$ cat src/rtl/f1_pkg.sv
// Shared types for the F1 start-light sequencer and the driver reaction timer.
package f1_pkg;

  typedef enum logic [2:0] {
    IDLE,
    ARMED,
    ALL_ON,
    TIMING,
    DONE,
    FALSE_START
  } rt_state_t;

  localparam logic [7:0] LIGHTS_OFF = 8'h00;
  localparam logic [7:0] LIGHTS_ALL = 8'hFF;

endpackage

$ cat src/rtl/rising_edge_det.sv
// Rising-edge detector: registered previous value, combinational one-cycle pulse.
module rising_edge_det (
  input  logic clk,
  input  logic rst,
  input  logic in,
  output logic pulse
);

  logic prev;

  always_ff @(posedge clk) begin
    if (rst) prev <= 1'b0;
    else     prev <= in;
  end

  assign pulse = in & ~prev;

endmodule

$ cat src/rtl/f1_reaction_timer.sv
// Driver reaction timer: measures ticks from lights-out to button press,
// flagging jump starts and timeouts.
module f1_reaction_timer
  import f1_pkg::*;
#(
  parameter int WIDTH     = 16,
  parameter int MAX_TICKS = 9999
) (
  input  logic             clk,
  input  logic             rst,
  input  logic             en,
  input  logic             tick,
  input  logic [7:0]       lights,
  input  logic             btn,
  output logic [WIDTH-1:0] react_time,
  output logic             valid,
  output logic             jump_start,
  output logic             timeout
);

  localparam logic [WIDTH-1:0] MAX_W = WIDTH'(MAX_TICKS);

  // Increment that holds at all-ones instead of wrapping.
  function automatic logic [WIDTH-1:0] sat_inc(input logic [WIDTH-1:0] v);
    if (&v) return v;
    return v + WIDTH'(1);
  endfunction

  rt_state_t        state;
  logic [WIDTH-1:0] count;
  logic [WIDTH-1:0] count_inc;
  logic             press;

  // The edge detector runs every cycle, so presses seen while disabled are consumed.
  rising_edge_det u_btn_edge (
    .clk   (clk),
    .rst   (rst),
    .in    (btn),
    .pulse (press)
  );

  assign count_inc = sat_inc(count);

  always_ff @(posedge clk) begin
    if (rst) begin
      state      <= IDLE;
      count      <= '0;
      react_time <= '0;
      valid      <= 1'b0;
      jump_start <= 1'b0;
      timeout    <= 1'b0;
    end else begin
      valid <= 1'b0;
      if (en) begin
        case (state)
          IDLE: begin
            if (lights != LIGHTS_OFF) begin
              state      <= ARMED;
              jump_start <= 1'b0;
              timeout    <= 1'b0;
            end
          end

          ARMED: begin
            if (press)                    state <= FALSE_START;
            else if (lights == LIGHTS_ALL) state <= ALL_ON;
            else if (lights == LIGHTS_OFF) state <= IDLE;
          end

          // A press coinciding with lights-out is still a jump start.
          ALL_ON: begin
            if (press) begin
              state <= FALSE_START;
            end else if (lights == LIGHTS_OFF) begin
              state <= TIMING;
              count <= '0;
            end
          end

          // A tick in the press cycle is not added to the result.
          TIMING: begin
            if (press) begin
              react_time <= count;
              valid      <= 1'b1;
              state      <= DONE;
            end else if (tick && (count_inc == MAX_W)) begin
              count      <= count_inc;
              react_time <= MAX_W;
              timeout    <= 1'b1;
              valid      <= 1'b1;
              state      <= DONE;
            end else if (lights != LIGHTS_OFF) begin
              state <= ARMED;
              count <= '0;
            end else if (tick) begin
              count <= count_inc;
            end
          end

          DONE: begin
            if (lights != LIGHTS_OFF) begin
              state      <= ARMED;
              timeout    <= 1'b0;
              jump_start <= 1'b0;
            end
          end

          // jump_start remains visible until the next sequence arms.
          FALSE_START: begin
            jump_start <= 1'b1;
            if (lights == LIGHTS_OFF) state <= IDLE;
          end

          default: state <= IDLE;
        endcase

        if ((state == ARMED || state == ALL_ON) && press) jump_start <= 1'b1;
      end
    end
  end

endmodule
$ cat config.mk
export PLATFORM = sky130hd
export DESIGN_NAME = f1_reaction_timer
export DESIGN_NICKNAME = d
export VERILOG_FILES = /design/src/rtl/f1_pkg.sv /design/src/rtl/rising_edge_det.sv /design/src/rtl/f1_reaction_timer.sv
export SDC_FILE = /design/constraint.sdc
export NUM_CORES = 1
export LEC_CHECK = 0
export BUFFER_PORTS_ARGS = -buffer_cell sky130_fd_sc_hd__buf_4
export CORE_ASPECT_RATIO = 2
export CORE_MARGIN = 2
export CORE_UTILIZATION = 55
export DETAILED_ROUTE_END_ITERATION = 16
export GPL_TIMING_DRIVEN = 0
export HOLD_SLACK_MARGIN = 0.06
export PLACE_DENSITY = 0.79
export SYNTH_ARGS = -nofsm -noshare
export SYNTH_HDL_FRONTEND = slang
export SYNTH_SLANG_ARGS = --single-unit
$ cat constraint.sdc
create_clock -name clk -period 3.1 [get_ports clk]
set_input_delay 0.155 -clock clk [delete_from_list [all_inputs] [get_ports clk]]
set_output_delay 0.155 -clock clk [all_outputs]
set_load 0.005 [all_outputs]
==> flow_summary.toml, run 1 <==
[outcome]
status = "finished, final reports clean"

[final_layout]
syn2layout_area_growth_pct = 18.3
n_antenna_cell = 0
fin_area_sq_um = 2730
drive_gt1_frac = 0.195
final_nets = 347
ff_latch_area_sq_um = 782
multi_input_area_sq_um = 1420
fill_cells = 404

[worst_hold_path]
hold_path_end = "u_btn_edge.prev$_SDFF_PP0_"
min_from = "btn"
hold_depth = 2
min_path_type = "in -> reg"

[timing]
finalSetupTns_ns = 0
max_freq_ghz = 0.337
hold_viol = 0
period_share = 0.957
slew_viol_final = 0
max_slew.worst_pin.slew_ns = 0.853
slew_headroom = 0.427
final-setup-viol-count = 0
fin_skew_ns = 0.00462
fin_crit_ns = 2.97
grt_setup_unrepaired = "false"

[critical_path]
path_max_fanout = 9
critPathRequiredTime_ns = 3.33
cpMaxStageDelayCell = "o41ai_1"
r2r-end = "count[13]$_SDFFE_PP0P_"
path_cells = "ha_2, nand4_2, nor4_4, o21ai_1, a221oi_2, a21oi_2, o41ai_1, a22o_1"
crit_start = "count[1]$_SDFFE_PP0P_"
worst-r2r-setup-slack_ns = 0.13
critPathKind = "reg -> reg"
critPathMaxStageDelay_ns = 0.54
r2r_cells = 8
arrival_ns = 3.20
end_kind = "flip-flop"
reg2reg_from = "count[1]$_SDFFE_PP0P_"
critPathLaunchType = "flip-flop"

[drt]
viasPerCell = 6.44
drt_iter0_markers = 94
vias = 2484
drc = 0
drt_first_pass_iters = 5
wire_per_inst_microns = 17.6
wirelength_microns = 6800
ant_nets = 0

[synth]
synth.largest_area_cell = "dfxtp_1"
synth.area.top_cells = "dfxtp_1 (34%), nor2_1 (5.5%), a21oi_1 (4.8%)"
synth_edf_count = 0
yosysUniqueCellTypes = 58
yosys-top-cells-count = "dfxtp_1 (39), nor2_1 (34), nand2_1 (23)"
syn_inst = 293
synth_top_area_frac = 0.338
avgSynthCellArea_sq_um = 7.88
ys_seq_elements = 39
synthMostInstantiatedCell = "dfxtp_1"
synth_area_sq_um = 2310
async_flop_share = 0
syn-num-nets = 307
synth-warning-count = 0
synth-main-ff-cell = "dfxtp_1"
seq_area_frac_synth = 0.338

[cts]
clock-sinks = 39
cts-root-buf = "clkbuf_8"
clockBufferDepth = 2
cts_buffers = 5
htreeDepth = 2
clk_latency_ns = 0.29
cts_tree = "done"
path_clk_slew_ns = 0.08

[place]
dp_hpwl_microns = 5090
place_area_sq_um = 2600
portBuffers = 30
place.gp.congestion = 0.929

[floorplanning]
dieArea_sq_um = 4760
num_rows = 33
core_area_sq_um = 4050
io_pins = 32
die_h_microns = 95.6
initial_utilization = 0.571
die_w_microns = 49.8

[global_route]
gr-total-overflow = 0
antenna_found_initial = 0
grt_max_degree = 12
grt_pass1_wl_microns = 10700
grt_pass1_vias = 2313
grtUsageTotal = 0.293

[job]
max-cap-violations = 0

[power]
totalPowerFinal_mw = 0.970
ir_worst_vdd_mv = 0.364
leakagePower_nw = 1.04
p_per_area_nw_per_um2 = 355
## cells by family (layout without fill, tap and decap cells)
kind of cell / after synthesis / count (layout) / share of synthesized area
compound gates: 92 / 92 / 0.273
xor+xnor: 4 / 4 / 0.0152
fa+ha+maj: 1 / 1 / 0.00542
buf+inv: 27 / 68 / 0.0504
flops: 39 / 39 / 0.338
simple gates: 130 / 130 / 0.318
## state kept, by name (all words and copies together), names as in the netlist
signal,count
jump_start,1
timeout,1
count,16
u_btn_edge.prev,1
react_time,16
valid,1
state,3
## metrics by stage
step	instances	hold slack (ns)	setup WS (ns)	util
global route	386	0.136	0.0502	0.675
finish	386	0.109	0.134	0.675
floorplan	293	0.283	0.615	-
detailed placement	375	0.402	0.137	0.642
global placement	375	0.389	0.164	0.642
CTS	383	0.111	0.120	0.667
## worst max-delay path by stage
| stage | end | slack [ns] |
|---|---|---|
| floorplan | count[10]$_SDFFE_PP0P_ | 0.62 |
| detailed placement | count[10]$_SDFFE_PP0P_ | 0.14 |
| CTS | count[10]$_SDFFE_PP0P_ | 0.12 |
| global route | count[10]$_SDFFE_PP0P_ | 0.05 |
| global placement | count[10]$_SDFFE_PP0P_ | 0.16 |
| finish | count[13]$_SDFFE_PP0P_ | 0.13 |
## report_power, final
part | switching [mW] | leakage (nW) | internal (mW)
clock | 0.173 | 0.0515 | 0.203
sequential | 0.00350 | 0.315 | 0.505
combinational | 0.0539 | 0.676 | 0.0311
## area by class of cell
| class | count | share of cell area |
|---|---|---|
| Tap cell | 52 | 0.0238 |
| Clock buffer | 8 | 0.0366 |
| Multi-Input combinational cell | 227 | 0.520 |
| Buffer | 25 | 0.0399 |
| Inverter | 2 | 0.00275 |
| Timing Repair Buffer | 33 | 0.0907 |
| Sequential cell | 39 | 0.286 |
## critical path: cells and delay by family (launching register included)
| family | cells | cell delay (ns) |
|---|---|---|
| AO/OA/AOI/OAI | 5 | 1.55 |
| adder cells (fa/ha/maj) | 1 | 0.28 |
| flip-flops | 1 | 0.45 |
| AND/OR/NAND/NOR | 2 | 0.63 |
## layer usage
metal  GRT usage  vias up  part of all wire
met5           0        -                 0
met4       0.185        0             0.051
met3      0.0376       33             0.053
met2       0.549      102              0.53
met1       0.297     1165              0.36
li1            -     1184                 -
## placed cells by master (no fill, tap or decap), drive strengths merged, types with 2 or more instances in the layout
cell      n
a311oi    3
inv       2
o21ai    19
a211oi    3
and3      5
dfxtp    39
o211ai    2
o22a      2
o31ai     3
a21oi    24
or2       3
nor2b     3
o2111ai   2
nor4b     4
buf      41
clkbuf   25
o2111a    2
nor2     35
nand2b    5
nand3     8
and4      3
a22o      2
xnor2     3
o21a      9
or3       2
a2111oi   4
nand4    14
nand2    23
nor3     11
a31oi     5
nor4      8
a21o      3
## repair_timing
| action | 4_1_cts | 5_1_grt |
|---|---|---|
| hold buffers | 0 | 0 |
| resized for setup | 0 | 4 |
| endpoints found under the setup margin | 0 | 14 |
| buffers inserted | 0 | 3 |
Note: power is estimated with default switching activity, not from simulation.
==> run 2: changes to the inputs <==
CORE_UTILIZATION = 57   (was 55)
PLACE_DENSITY = 0.81   (was 0.79)
==> run 2 against run 1 <==
Against the previous run: maximum frequency rose by 1.4%; clock power grew 19%; via count grew 0.32%; sequential share of layout area down 0.23 points; count of clock-buffer cells in the layout shrank 2; flip-flop and latch count is the same; sequential power is essentially flat; combinational power grew 0.5%; cell count down 0.52%; total power grew 7.3%; final area up 0.82%; critical endpoint is now count[10]$_SDFFE_PP0P_; largest cell class unchanged; largest power group unchanged.
==> flow_summary.toml, run 2 (synthesis gave the netlist of run 1 again) <==
[critical_path]
crit_start = "count[1]$_SDFFE_PP0P_"
critPathKind = "reg -> reg"
reg2reg_from = "count[1]$_SDFFE_PP0P_"
critPathLaunchType = "flip-flop"
path_max_fanout = 9
worst-r2r-setup-slack_ns = 0.17
cpMaxStageDelayCell = "or3_4"
end_kind = "flip-flop"
arrival_ns = 3.13
critPathMaxStageDelay_ns = 0.43
critPathRequiredTime_ns = 3.31
path_cells = "ha_2, nand4_2, nor4_4, o21ai_1, a221oi_4, a21oi_2, or3_4, o311ai_2"

[global_route]
grt_pass1_vias = 2391
antenna_found_initial = 0
met1_usage = 0.332
gr-total-overflow = 0
grt_pass1_wl_microns = 11400
grt_max_degree = 13
grt_util_met2 = 0.574
grtUsageTotal = 0.319
busiest_layer = "met2"
grt_util_met3 = 0.0382

[drt]
viasPerCell = 6.49
wire_per_inst_microns = 18.1
drt_iter0_markers = 133
ant_nets = 0
drc = 0
drt_first_pass_iters = 4
vias = 2492
wirelength_microns = 6950

[timing]
fin_skew_ns = 0.00409
hold_viol = 0
slew_viol_final = 0
fin_crit_ns = 2.93
timing.hold.ws_ns = 0.104
final-setup-viol-count = 0
slew_headroom = 0.500
period_share = 0.944
max_freq_ghz = 0.342
max_slew.worst_pin.slew_ns = 0.744

[floorplanning]
die_h_microns = 94
initial_utilization = 0.594
num_rows = 32
dieArea_sq_um = 4610
io_pins = 32
die_w_microns = 49
core_area_sq_um = 3880

[final_layout]
final_nets = 346
drive_gt1_frac = 0.198
final_cell_mix = "dfxtp_1 (38), buf_4 (34), nor2_1 (34)"
n_antenna_cell = 0
fin_area_sq_um = 2750
reg_top3 = "count: 16 flops, react_time: 16 flops, state: 3 flops"
layout_commonest_cell = "dfxtp_1"
syn2layout_area_growth_pct = 19.3

[power]
ir_worst_vdd_mv = 0.335
leakagePower_nw = 1.05
p_per_area_nw_per_um2 = 378

[place]
place_area_sq_um = 2600
portBuffers = 30
place.gp.congestion = 0.979
dp_hpwl_microns = 5180

[outcome]
status = "finished, final reports clean"

[cts]
clockBufferDepth = 2
htreeDepth = 2
cts_buffers = 5
path_clk_slew_ns = 0.08
cts-root-buf = "clkbuf_8"
cts_tree = "done"
clk_latency_ns = 0.29
clock-sinks = 39

[job]
max-cap-violations = 0

[worst_hold_path]
min_from = "btn"
min_path_type = "in -> reg"
[run 2: timing repair]
action	CTS	global route
hold buffers	0	0
gates resized for setup	0	5
setup buffers	0	2
endpoints found under the setup margin	0	18
[run 2: layout make-up]
cell class,instances,area (sq um)
Tap cell,51,63.8
Buffer,25,109
Clock buffer,6,82.6
Sequential cell,39,782
Fill cell,350,1130
Multi-Input combinational cell,227,1430
Inverter,2,7.51
Timing Repair Buffer,32,240
Clock inverter,2,35.0
[run 2: through the flow]
stage	TNS (ns)	util	setup WS, ns	total power [mW]	cells
detailed placement	0	0.669	0.0767	0.605	374
CTS	0	0.699	0.0276	1.03	382
floorplan	0	-	0.615	0.571	293
global route	-0.0161	0.709	-0.00869	1.07	384
finish	0	0.709	0.175	1.04	384
global placement	0	0.669	0.170	0.602	374
[run 2: path summary, 6_finish.rpt]
kind	end	cells after the start
worst max-delay path	count[10]$_SDFFE_PP0P_	8
worst min-delay path	u_btn_edge.prev$_SDFF_PP0_	2
worst max register to register	count[10]$_SDFFE_PP0P_	8
worst min register to register	jump_start$_SDFFE_PP0P_	2
[run 2: layer usage]
metal  wire length (microns)  part of all wire
met1                    2510              0.36
met2                    3780              0.54
met3                     294             0.042
met4                     374             0.054
met5                       0                 0
[run 2: worst max-delay path: cells and delay by family, from the launching register on]
family / cells / cell delay [ns]
fa+ha+maj: 1 / 0.28
simple gates: 3 / 1.05
flops: 1 / 0.42
compound gates: 4 / 1.08
[run 2: report_power, final]
group / total (mW) / internal, mW / leakage, nW / switching [mW]
logic: 0.0855 / 0.0314 / 0.676 / 0.0541
registers: 0.509 / 0.505 / 0.315 / 0.00390
clock network: 0.446 / 0.261 / 0.0612 / 0.186
